===== src/rtl/seven_seg_scan_ctrl.sv =====
// Time-multiplexed four-digit seven-segment scan controller.
// Frame-aligned double-buffered display value, per-digit blanking and whole-display blink.
module seven_seg_scan_ctrl #(
    parameter int DWELL        = 50000,
    parameter int BLINK_FRAMES = 125
) (
    input  logic        clk,
    input  logic        rst,
    input  logic        load,
    input  logic [15:0] value,
    input  logic [3:0]  blank_mask,
    input  logic        blink_en,
    output logic [3:0]  nibble,
    output logic [3:0]  an,
    output logic [1:0]  digit_sel,
    output logic        frame_tick,
    output logic        pend
);

    localparam int             CNT_W   = (DWELL > 1) ? $clog2(DWELL) : 1;
    localparam logic [CNT_W-1:0] CNT_MAX = CNT_W'(DWELL - 1);
    localparam logic [7:0]     FRM_MAX = 8'(BLINK_FRAMES - 1);

    logic [CNT_W-1:0] cnt_q, cnt_d;
    logic [1:0]       sel_q, sel_d;
    logic             tick_q, tick_d;
    logic [15:0]      active_q, active_d;
    logic [15:0]      pending_q, pending_d;
    logic             pend_q, pend_d;
    logic [7:0]       frm_q, frm_d;
    logic             phase_q, phase_d;

    logic dwell_end;
    logic frame_wrap;
    logic phase_on;

    assign dwell_end  = (cnt_q == CNT_MAX);
    assign frame_wrap = dwell_end && (sel_q == 2'd3);
    // Disabling blink must light the display in the same cycle, not one later.
    assign phase_on   = phase_q || !blink_en;

    always_comb begin
        cnt_d     = dwell_end ? '0 : cnt_q + CNT_W'(1);
        sel_d     = dwell_end ? sel_q + 2'd1 : sel_q;
        tick_d    = frame_wrap;
        active_d  = active_q;
        pending_d = pending_q;
        pend_d    = pend_q;
        frm_d     = frm_q;
        phase_d   = phase_q;

        // Old pending is promoted before a coincident load replaces it.
        if (frame_wrap && pend_q) begin
            active_d = pending_q;
            pend_d   = 1'b0;
        end
        if (load) begin
            pending_d = value;
            pend_d    = 1'b1;
        end

        if (!blink_en) begin
            frm_d   = 8'd0;
            phase_d = 1'b1;
        end else if (frame_wrap) begin
            if (frm_q == FRM_MAX) begin
                frm_d   = 8'd0;
                phase_d = !phase_q;
            end else begin
                frm_d = frm_q + 8'd1;
            end
        end
    end

    always_ff @(posedge clk) begin
        if (rst) begin
            cnt_q     <= '0;
            sel_q     <= 2'd0;
            tick_q    <= 1'b0;
            active_q  <= 16'h0000;
            pending_q <= 16'h0000;
            pend_q    <= 1'b0;
            frm_q     <= 8'd0;
            phase_q   <= 1'b1;
        end else begin
            cnt_q     <= cnt_d;
            sel_q     <= sel_d;
            tick_q    <= tick_d;
            active_q  <= active_d;
            pending_q <= pending_d;
            pend_q    <= pend_d;
            frm_q     <= frm_d;
            phase_q   <= phase_d;
        end
    end

    always_comb begin
        an = 4'b1111;
        if (!blank_mask[sel_q] && phase_on) begin
            an = ~(4'b0001 << sel_q);
        end
    end

    assign nibble     = active_q[{sel_q, 2'b00} +: 4];
    assign digit_sel  = sel_q;
    assign frame_tick = tick_q;
    assign pend       = pend_q;

endmodule


===== config.mk =====
export PLATFORM = sky130hd
export DESIGN_NAME = seven_seg_scan_ctrl
export DESIGN_NICKNAME = d
export VERILOG_FILES = /design/src/rtl/seven_seg_scan_ctrl.sv
export SDC_FILE = /design/constraint.sdc
export NUM_CORES = 1
export LEC_CHECK = 0
export CELL_PAD_IN_SITES_DETAIL_PLACEMENT = 2
export CELL_PAD_IN_SITES_GLOBAL_PLACEMENT = 2
export CORE_AREA = 8 8 114 116
export DETAILED_ROUTE_END_ITERATION = 12
export DIE_AREA = 0 0 122 124
export PLACE_DENSITY = 0.62
export SETUP_SLACK_MARGIN = 0.3
export SYNTH_ARGS = -nofsm -noshare
export SYNTH_HDL_FRONTEND = slang
export SYNTH_SLANG_ARGS = --single-unit

===== constraint.sdc =====
create_clock -name clk -period 2 [get_ports clk]
set_input_delay 0.4 -clock clk [delete_from_list [all_inputs] [get_ports clk]]
set_output_delay 0.4 -clock clk [all_outputs]
set_load 0.05 [all_outputs]

[After elaboration in Yosys (flattened, before gate mapping)]
Index checks and enable logic that the tools add are counted.
Operators by class
  reductions and logical operators: 11
  add/subtract/negate cells: 3
  eq/ne operators: 3
  multiplexer cells: 6
  bitwise logic cells: 2
  magnitude comparators: 1
  shift-type cells: 2
Operators by type and width (count)
  $add A16 B1 Y16 const B: 1
  $eq A16 B16 Y1 const B: 1
  $shiftx A16 B5 Y4: 1
  $add A8 B1 Y8 const B: 1
  $eq A8 B7 Y1 const B: 1
  $mux W8: 1
  $mux W4: 1
  $not A4 Y4: 1
  $reduce_or A2 Y1: 2
  $shl A1 B2 Y4 const A: 1
  $logic_and A1 B1 Y1: 3
  $logic_not A1 Y1: 3
  $lt A2 B3 Y1 const B: 1
  $mux W1: 3
  $add A2 B1 Y2 const B: 1
  $bmux W1 S2: 1
  $eq A2 B2 Y1 const B: 1
  $reduce_and A2 Y1: 1
  $reduce_bool A2 Y1: 1
  $logic_or A1 B1 Y1: 1
  $not A1 Y1: 1
Word-level totals
  bits of input ports: 24
  logic and storage cells: 36
  bits in registers: 61
  output and inout bits: 12

[Depth between registers and ports, before layout]
Gate-level depths: netlist of run 1.
  depth in word-level cells: 5
  mapped depth: 7
  mapped depth without buffers: 6

[Worst setup path before layout of run 1]
No wires, ideal clock.
  path type: reg-to-output
  start point: register sel_q[0], in the netlist digit_sel[0]
  end point: output port an[0]
  data required time: 1.600 ns
  cell stages (with the launch flop): 5
  path buffers: 1
  data arrival time: 2.120 ns
  setup slack: -0.520 ns
  cells stage by stage: dfxtp_1 clkbuf_1 mux4_2 a21oi_1 nand2_1
Between the ends
  longest elaborated chain between the ends: 5
  elaborated cells on any way between the ends: 7
  classes of those cells: shift: 1; mux: 3; bitwise: 1; reduce/logical: 2
Ends and longest elaborated chain
  start, declared: line 25  | logic [1:0] sel_q, sel_d;
  start signal, assigned: line 87  | sel_q <= sel_d;
  $bmux W1 S2: line 99  | if (!blank_mask[sel_q] && phase_on) begin
  $mux W1 (implied by the code): line 99
  $logic_not A1 Y1: line 99
  $logic_and A1 B1 Y1: line 99
  $mux W4 (*): line 99
  end, declared: line 14  | output logic [3:0] an,
Mark *: on every way between the ends. The rest lies on a longest branch, timed or not. The select of a mux whose other input is x is not followed.

[Worst setup path after layout of run 1]
  start point: register sel_q[0], in the netlist digit_sel[0]
  end point: output port an[3]
The elaborated chain is that of the path after synthesis.

==> results of run 1 <==
==> final timing paths <==
path,from,to,slack (ns),depth (start not counted)
worst max-delay path,digit_sel[0],an[3],-0.14,5
worst min-delay path,cnt_q[0],cnt_q[0],0.44,1
worst max register to register,digit_sel[0],frm_q[6],0.21,6
worst min register to register,cnt_q[0],cnt_q[0],0.44,1
==> through the flow <==
| stage | util, % | cell area [um^2] | power, mW |
|---|---|---|---|
| after CTS | 33.5 | 3740 | 3.07 |
| after detailed placement | 29.3 | 3280 | 1.44 |
| after global routing | 34.1 | 3810 | 3.14 |
| final | 34.1 | 3810 | 3.01 |
| after global placement | 29.3 | 3280 | 1.43 |
| after floorplan | - | 2770 | 1.35 |
==> cell usage after synthesis, types with 7 or more instances <==
cell type | count | share of area, %
sky130_fd_sc_hd__a21oi_1 | 28 | 5.2
sky130_fd_sc_hd__clkbuf_1 | 13 | 1.8
sky130_fd_sc_hd__dfxtp_1 | 61 | 45
sky130_fd_sc_hd__ha_1 | 7 | 3.2
sky130_fd_sc_hd__inv_1 | 7 | 0.97
sky130_fd_sc_hd__mux2i_1 | 17 | 6.3
sky130_fd_sc_hd__nand2_1 | 9 | 1.2
sky130_fd_sc_hd__nand3_1 | 30 | 5.5
sky130_fd_sc_hd__nor2_1 | 36 | 5.0
sky130_fd_sc_hd__o21ai_0 | 22 | 4.1
sky130_fd_sc_hd__xor2_1 | 10 | 3.2
==> worst max-delay path: cells and delay by family, from the launching register on <==
kind                   cells  cell delay, ns
and+or+nand+nor            1            0.05
DFF                        1            0.37
muxes                      1            0.55
buffers and inverters      2            0.28
AOI/OAI and AO/OA          1            0.16
==> cell type report <==
| class | count | area share [%] |
|---|---|---|
| tap | 143 | 4.69 |
| clock buffer | 10 | 6.26 |
| timing repair buffer | 58 | 15.0 |
| clock inverter | 6 | 1.87 |
| inverter | 7 | 0.689 |
| multi-input combinational | 207 | 39.3 |
| sequential | 61 | 32.3 |
==> logic make-up after synthesis <==
group	count (synthesis)
buf+inv	27
mux	22
fa+ha+maj	7
simple gates	109
xor+xnor	14
compound gates	54
flops	61
==> state kept, by name, summed over array words and instances, names as in the netlist <==
name and cells:
active_q 16, cnt_q 16, digit_sel 2, frame_tick 1, frm_q 8, pend 1, pending_q 16, phase_q 1
==> metal layers <==
| layer | GRT usage [%] | wire, um |
|---|---|---|
| met3 | 3.63 | 299 |
| met4 | 4.01 | 115 |
| met2 | 21.7 | 4670 |
| met1 | 12.7 | 3650 |
| met5 | 0 | 0 |
==> timing repair <==
action,in CTS,in global routing
hold buffers,0,0
pin swaps,4,9
buffers inserted,7,4
gates resized for setup,31,21
setup endpoints to repair,36,50
gates cloned,1,0
==> power groups by stage <==
stage	Sequential, mW	Combinational (mW)	Clock [mW]
after floorplan	1.28	0.0730	0
after global placement	1.28	0.152	0
after detailed placement	1.28	0.156	0
after CTS	1.26	0.155	1.66
after global routing	1.26	0.164	1.71
final	1.26	0.151	1.60
==> flow_summary.rst, run 1 <==
.. list-table::
   :header-rows: 1

   * - Metric
     - Value
   * - Startpoint-to-endpoint class of the critical path
     - reg2out
   * - Via count of the first global-routing pass
     - 2607
   * - Initial Util
     - 24.3%
   * - Achievable Freq
     - 467 MHz
   * - Wirelength per Cell
     - 17.7 um
   * - Overall die area
     - 15100 um^2
   * - Synthesized netlist cell count
     - 294
   * - Final setup violating endpoints
     - 8
   * - Minimum setup slack after placement
     - -0.278 ns
   * - Count of final max-slew check failures
     - 0
   * - Cell type of the slowest stage on the worst timing path
     - sky130_fd_sc_hd__mux4_2
   * - Initial antenna violation count
     - 0
   * - Most used DFF post-synth
     - sky130_fd_sc_hd__dfxtp_1
   * - Clock root buffer master
     - sky130_fd_sc_hd__clkbuf_16
   * - Xor/xnor share of the synthesized area
     - 4.52%
   * - Post-synth design cell area
     - 2710 um^2
   * - Area grow syn2layout
     - 40.8%
   * - Cells along the critical path
     - mux4_2, a21oi_4, buf_12, nand2_4, buf_8
   * - Violations in the final reports
     - negative setup slack
   * - Last weighted congestion value of the routability-driven placer
     - 0.688
   * - YS warnings
     - 0
   * - Maximum number of pins on one net before global-route repair
     - 37
   * - Number of inserted diodes
     - 0
   * - Routed vias/inst
     - 4.76
   * - Clk buf depth
     - 2
   * - Multiplexer share of the synthesized area
     - 10.4%
   * - Number of max-cap violations
     - 0
   * - Total of buffers placed on input and output ports
     - 35
   * - Area share of and/or/nand/nor cells after synthesis
     - 21.6%
   * - Post-synthesis share of cell area spent on full adders, half adders and majority gates
     - 3.23%
   * - GRT overflow
     - 0
   * - Leakage power of the design
     - 1.46 nW
   * - Worst path max stage delay
     - 0.55 ns
   * - Result of the run
     - finished, violations left
   * - Final period demand of the worst path
     - 2.14 ns
   * - Most frequent cells in the layout
     - 57 x sky130_fd_sc_hd__dfxtp_1, 36 x sky130_fd_sc_hd__nor2_1, 29 x sky130_fd_sc_hd__nand3_1
   * - Portion of the post-synthesis area used by sequential elements
     - 45.1%
   * - Unrepaired setup endpoints after global routing
     - true
   * - Type of element launching the critical path
     - flip-flop
   * - Combinational group share of total power
     - 5.0%
   * - Multi-input gate area in the final layout
     - 1500 um^2
   * - Internal Pwr Total
     - 2.32 mW
   * - # placed instances
     - 464
   * - First-pass GRT wire length
     - 13.7 mm
   * - Final ANT Viol Nets
     - 0
   * - Total number of vias
     - 2344
   * - Number of cells in the finished layout apart from fillers
     - 492
   * - TritonCTS clock tree
     - built
   * - Total Routing Usage GR
     - 11.9%
   * - Sequential fraction of design power
     - 41.8%
   * - Sw frac
     - 22.8%
   * - Row Count
     - 39
   * - Post-synthesis async set-or-reset flop share
     - 0%
   * - Reg clk slew, reported paths
     - 0.06 ns
   * - Share of final-layout standard cells stronger than drive strength 1
     - 22.6%
   * - Largest fanout on the critical path
     - 4
   * - HPWL after DPL
     - 5.54 mm
   * - Hold_ws
     - 0.444 ns
   * - Switching pwr
     - 0.687 mW
   * - Worst IR drop on VDD
     - 0.372 mV
   * - Die extent in x
     - 122 um
   * - Synthesized area per cell
     - 9.22 um^2
   * - Post-route clock period utilization
     - 107%
   * - Final Net Count
     - 375
   * - Combined flip-flop and latch cell area
     - 1230 um^2
   * - Commonest non-fill, non-tap cell in the layout
     - sky130_fd_sc_hd__dfxtp_1
   * - Nature of the critical path endpoint
     - primary output
   * - Count of state elements after synthesis
     - 61
   * - Largest family of logic cells by synthesized area
     - simple AND/OR/NAND/NOR gates
   * - Synth cell types
     - 31
   * - Violation count after the first detailed-route iteration
     - 118
   * - Final clock skew
     - 0.00842 ns
   * - Top Ports
     - 36
   * - Worst-case setup margin in the final layout
     - -0.143 ns
   * - Length of the first detailed-routing pass in iterations
     - 4
   * - Clock Sink Count
     - 61
   * - Kind of path behind the tightest hold check
     - reg2reg
   * - Number of enable flip-flop cells after synthesis
     - 0
   * - Die boundary height
     - 124 um
   * - PwrDens
     - 789 nW/um^2
   * - Setup_tns
     - -0.685 ns
   * - Slew at the pin closest to its max-slew limit
     - 0.491 ns
   * - Hold Violations, Final
     - 0
   * - Net count after synthesis
     - 325
   * - H-tree depth
     - 3
   * - Worst skew pair latency
     - 0.33 ns
   * - Data arrival time of the critical path
     - 1.74 ns
   * - Num CTS Buffers
     - 9
   * - Share of the synthesized area in compound gates (AO/OA/AOI/OAI)
     - 10.8%
   * - Final wirelength
     - 8.73 mm
   * - Filler cell count in the final layout
     - 1212
   * - Core footprint
     - 11200 um^2
   * - Worst slew margin relative to its limit
     - 67.4%
   * - DRC violations left
     - 0
   * - Part of the power in the clock network
     - 53.2%
   * - Worst Path Required
     - 1.60 ns
(Power assumes the default switching activity.)
==> inputs of run 2 (changes only) <==
CAP_MARGIN = 5   (was default)
REMOVE_ABC_BUFFERS = 1   (was default)
==> flow_summary.rst, run 2 (same netlist as run 1, synthesis figures left out) <==
.. list-table::
   :header-rows: 1

   * - Metric
     - Value
   * - Nature of the critical path endpoint
     - primary output
   * - Length of the first detailed-routing pass in iterations
     - 4
   * - Worst IR drop on VDD
     - 0.486 mV
   * - Total of buffers placed on input and output ports
     - 35
   * - Reg clk slew, reported paths
     - 0.05 ns
   * - Worst skew pair latency
     - 0.33 ns
   * - Number of inserted diodes
     - 0
   * - Achievable Freq
     - 483 MHz
   * - Slew at the pin closest to its max-slew limit
     - 0.495 ns
   * - Clock Sink Count
     - 61
   * - Worst path max stage delay
     - 0.50 ns
   * - Cell repeated most along the worst path
     - sky130_fd_sc_hd__buf_6
   * - Area grow syn2layout
     - 56.3%
   * - Row Count
     - 39
   * - Cells along the critical path
     - mux4_2, a21oi_2, buf_6, nand2_1, buf_6
   * - Unrepaired setup endpoints after global routing
     - true
   * - Number of max-cap violations
     - 0
   * - Share of final-layout standard cells stronger than drive strength 1
     - 36.9%
   * - Largest regs
     - active_q (16), cnt_q (16), pending_q (16)
   * - Last weighted congestion value of the routability-driven placer
     - 0.723
   * - Num CTS Buffers
     - 9
   * - Final Net Count
     - 386
   * - Result of the run
     - finished, violations left
   * - Combinational group share of total power
     - 4.7%
   * - HPWL after DPL
     - 5.46 mm
   * - Count of final max-slew check failures
     - 0
   * - Internal Pwr Total
     - 2.54 mW
   * - Maximum number of pins on one net before global-route repair
     - 28
   * - Part of the power in the clock network
     - 56.4%
   * - Die boundary height
     - 124 um
   * - Via count of the first global-routing pass
     - 2483
   * - Final wirelength
     - 8.85 mm
   * - Die extent in x
     - 122 um
   * - Initial antenna violation count
     - 0
   * - Most frequent cells in the layout
     - 57 x sky130_fd_sc_hd__dfxtp_1, 36 x sky130_fd_sc_hd__nor2_1, 23 x sky130_fd_sc_hd__buf_4
   * - Violation count after the first detailed-route iteration
     - 81
   * - Final clock skew
     - 0.0107 ns
   * - Sequential fraction of design power
     - 38.9%
   * - Worst slew margin relative to its limit
     - 67.1%
   * - Worst Path Required
     - 1.60 ns
   * - Largest fanout on the critical path
     - 4
   * - H-tree depth
     - 3
   * - PwrDens
     - 765 nW/um^2
   * - DRC violations left
     - 0
   * - Final ANT Viol Nets
     - 0
   * - Clock root buffer master
     - sky130_fd_sc_hd__clkbuf_16
   * - Type of element launching the critical path
     - flip-flop
   * - Commonest non-fill, non-tap cell in the layout
     - sky130_fd_sc_hd__dfxtp_1
   * - Final period demand of the worst path
     - 2.07 ns
   * - Data arrival time of the critical path
     - 1.67 ns
   * - Overall die area
     - 15100 um^2
   * - Minimum setup slack after placement
     - -0.247 ns
   * - Kind of path behind the tightest hold check
     - reg2reg
   * - Hold_ws
     - 0.460 ns
   * - Final setup violating endpoints
     - 7
   * - Sw frac
     - 21.6%
   * - Hold Violations, Final
     - 0
   * - Wirelength per Cell
     - 17.6 um
   * - First-pass GRT wire length
     - 13.4 mm
   * - Core footprint
     - 11200 um^2
   * - Final Power
     - 3.24 mW
   * - GRT overflow
     - 0
   * - Top Ports
     - 36
   * - Setup_tns
     - -0.312 ns
   * - Total number of vias
     - 2418
   * - Total Routing Usage GR
     - 11.4%
   * - Post-route clock period utilization
     - 103%
   * - Leakage power of the design
     - 1.53 nW
   * - Startpoint-to-endpoint class of the critical path
     - reg2out
   * - Switching pwr
     - 0.701 mW
   * - Initial Util
     - 24.3%
   * - Cell type of the slowest stage on the worst timing path
     - sky130_fd_sc_hd__mux4_2
   * - Worst-case setup margin in the final layout
     - -0.0695 ns
   * - Routed vias/inst
     - 4.81
   * - Violations in the final reports
     - negative setup slack
   * - Clk buf depth
     - 2
   * - TritonCTS clock tree
     - built
==> run 2: changes by cell type in the layout (fill, tap and decap cells not counted), moves of 3 or more <==
cell	previous run	this run
sky130_fd_sc_hd__nand3_2	0	9
sky130_fd_sc_hd__nand3_1	29	11
sky130_fd_sc_hd__buf_4	17	23
sky130_fd_sc_hd__o21ai_2	0	5
sky130_fd_sc_hd__nand3_4	1	10
sky130_fd_sc_hd__a21oi_1	26	7
sky130_fd_sc_hd__o21ai_1	5	12
sky130_fd_sc_hd__o21ai_0	17	5
sky130_fd_sc_hd__nand2_4	4	1
sky130_fd_sc_hd__a21oi_2	1	21
==> run 2: worst max-delay path: cells and delay by family, from the launching register on <==
family,cells,cell delay [ns]
buf+inv,2,0.29
compound gates,1,0.13
simple gates,1,0.07
mux,1,0.50
flops,1,0.36
==> run 2: power groups by stage <==
stage,sequential (mW),clock (mW),combinational (mW)
after floorplan,1.28,0,0.0516
after global placement,1.28,0,0.148
after detailed placement,1.28,0,0.151
after CTS,1.25,1.88,0.152
after global routing,1.26,1.92,0.168
final,1.26,1.83,0.154
==> run 2: stage by stage <==
step / utilization, % / std cells / cell area (um^2)
2_1_floorplan: - / 274 / 2620
3_3_place_gp: 29.3 / 468 / 3280
3_5_place_dp: 29.3 / 468 / 3280
4_1_cts: 33.9 / 490 / 3780
5_1_grt: 37.9 / 503 / 4240
6_report: 37.9 / 503 / 4240
==> run 2: layout make-up <==
class,instances,area [um^2]
fillers,1167,6940
multi-input cells,207,1720
flip-flops and latches,61,1230
repair buffers,69,727
clock buffers,9,225
well taps,143,179
clock inverters,7,123
inverters,7,26.3
==> run 2: what timing repair did <==
item | in CTS | in global routing
setup buffers | 6 | 10
hold endpoints to repair | 0 | 0
gates resized for setup | 38 | 87
setup endpoints to repair | 34 | 49
pin swaps | 8 | 40
hold buffers | 0 | 0
cloned | 0 | 3
==> run 2: final timing paths <==
kind | startpoint | cells after the start | slack [ns] | end
worst max-delay path | digit_sel[0] | 5 | -0.07 | an[1]
worst min-delay path | cnt_q[0] | 1 | 0.46 | cnt_q[0]
worst max register to register | cnt_q[12] | 5 | 0.16 | frm_q[6]
worst min register to register | cnt_q[0] | 1 | 0.46 | cnt_q[0]
==> run 2: routing by layer <==
metal / vias up / routed length, um / GRT usage [%]
met5: - / 0 / 0
met4: 0 / 166 / 5.32
met3: 10 / 275 / 2.13
met2: 30 / 4230 / 18.7
met1: 1204 / 4170 / 14.1
li1: 1174 / - / -
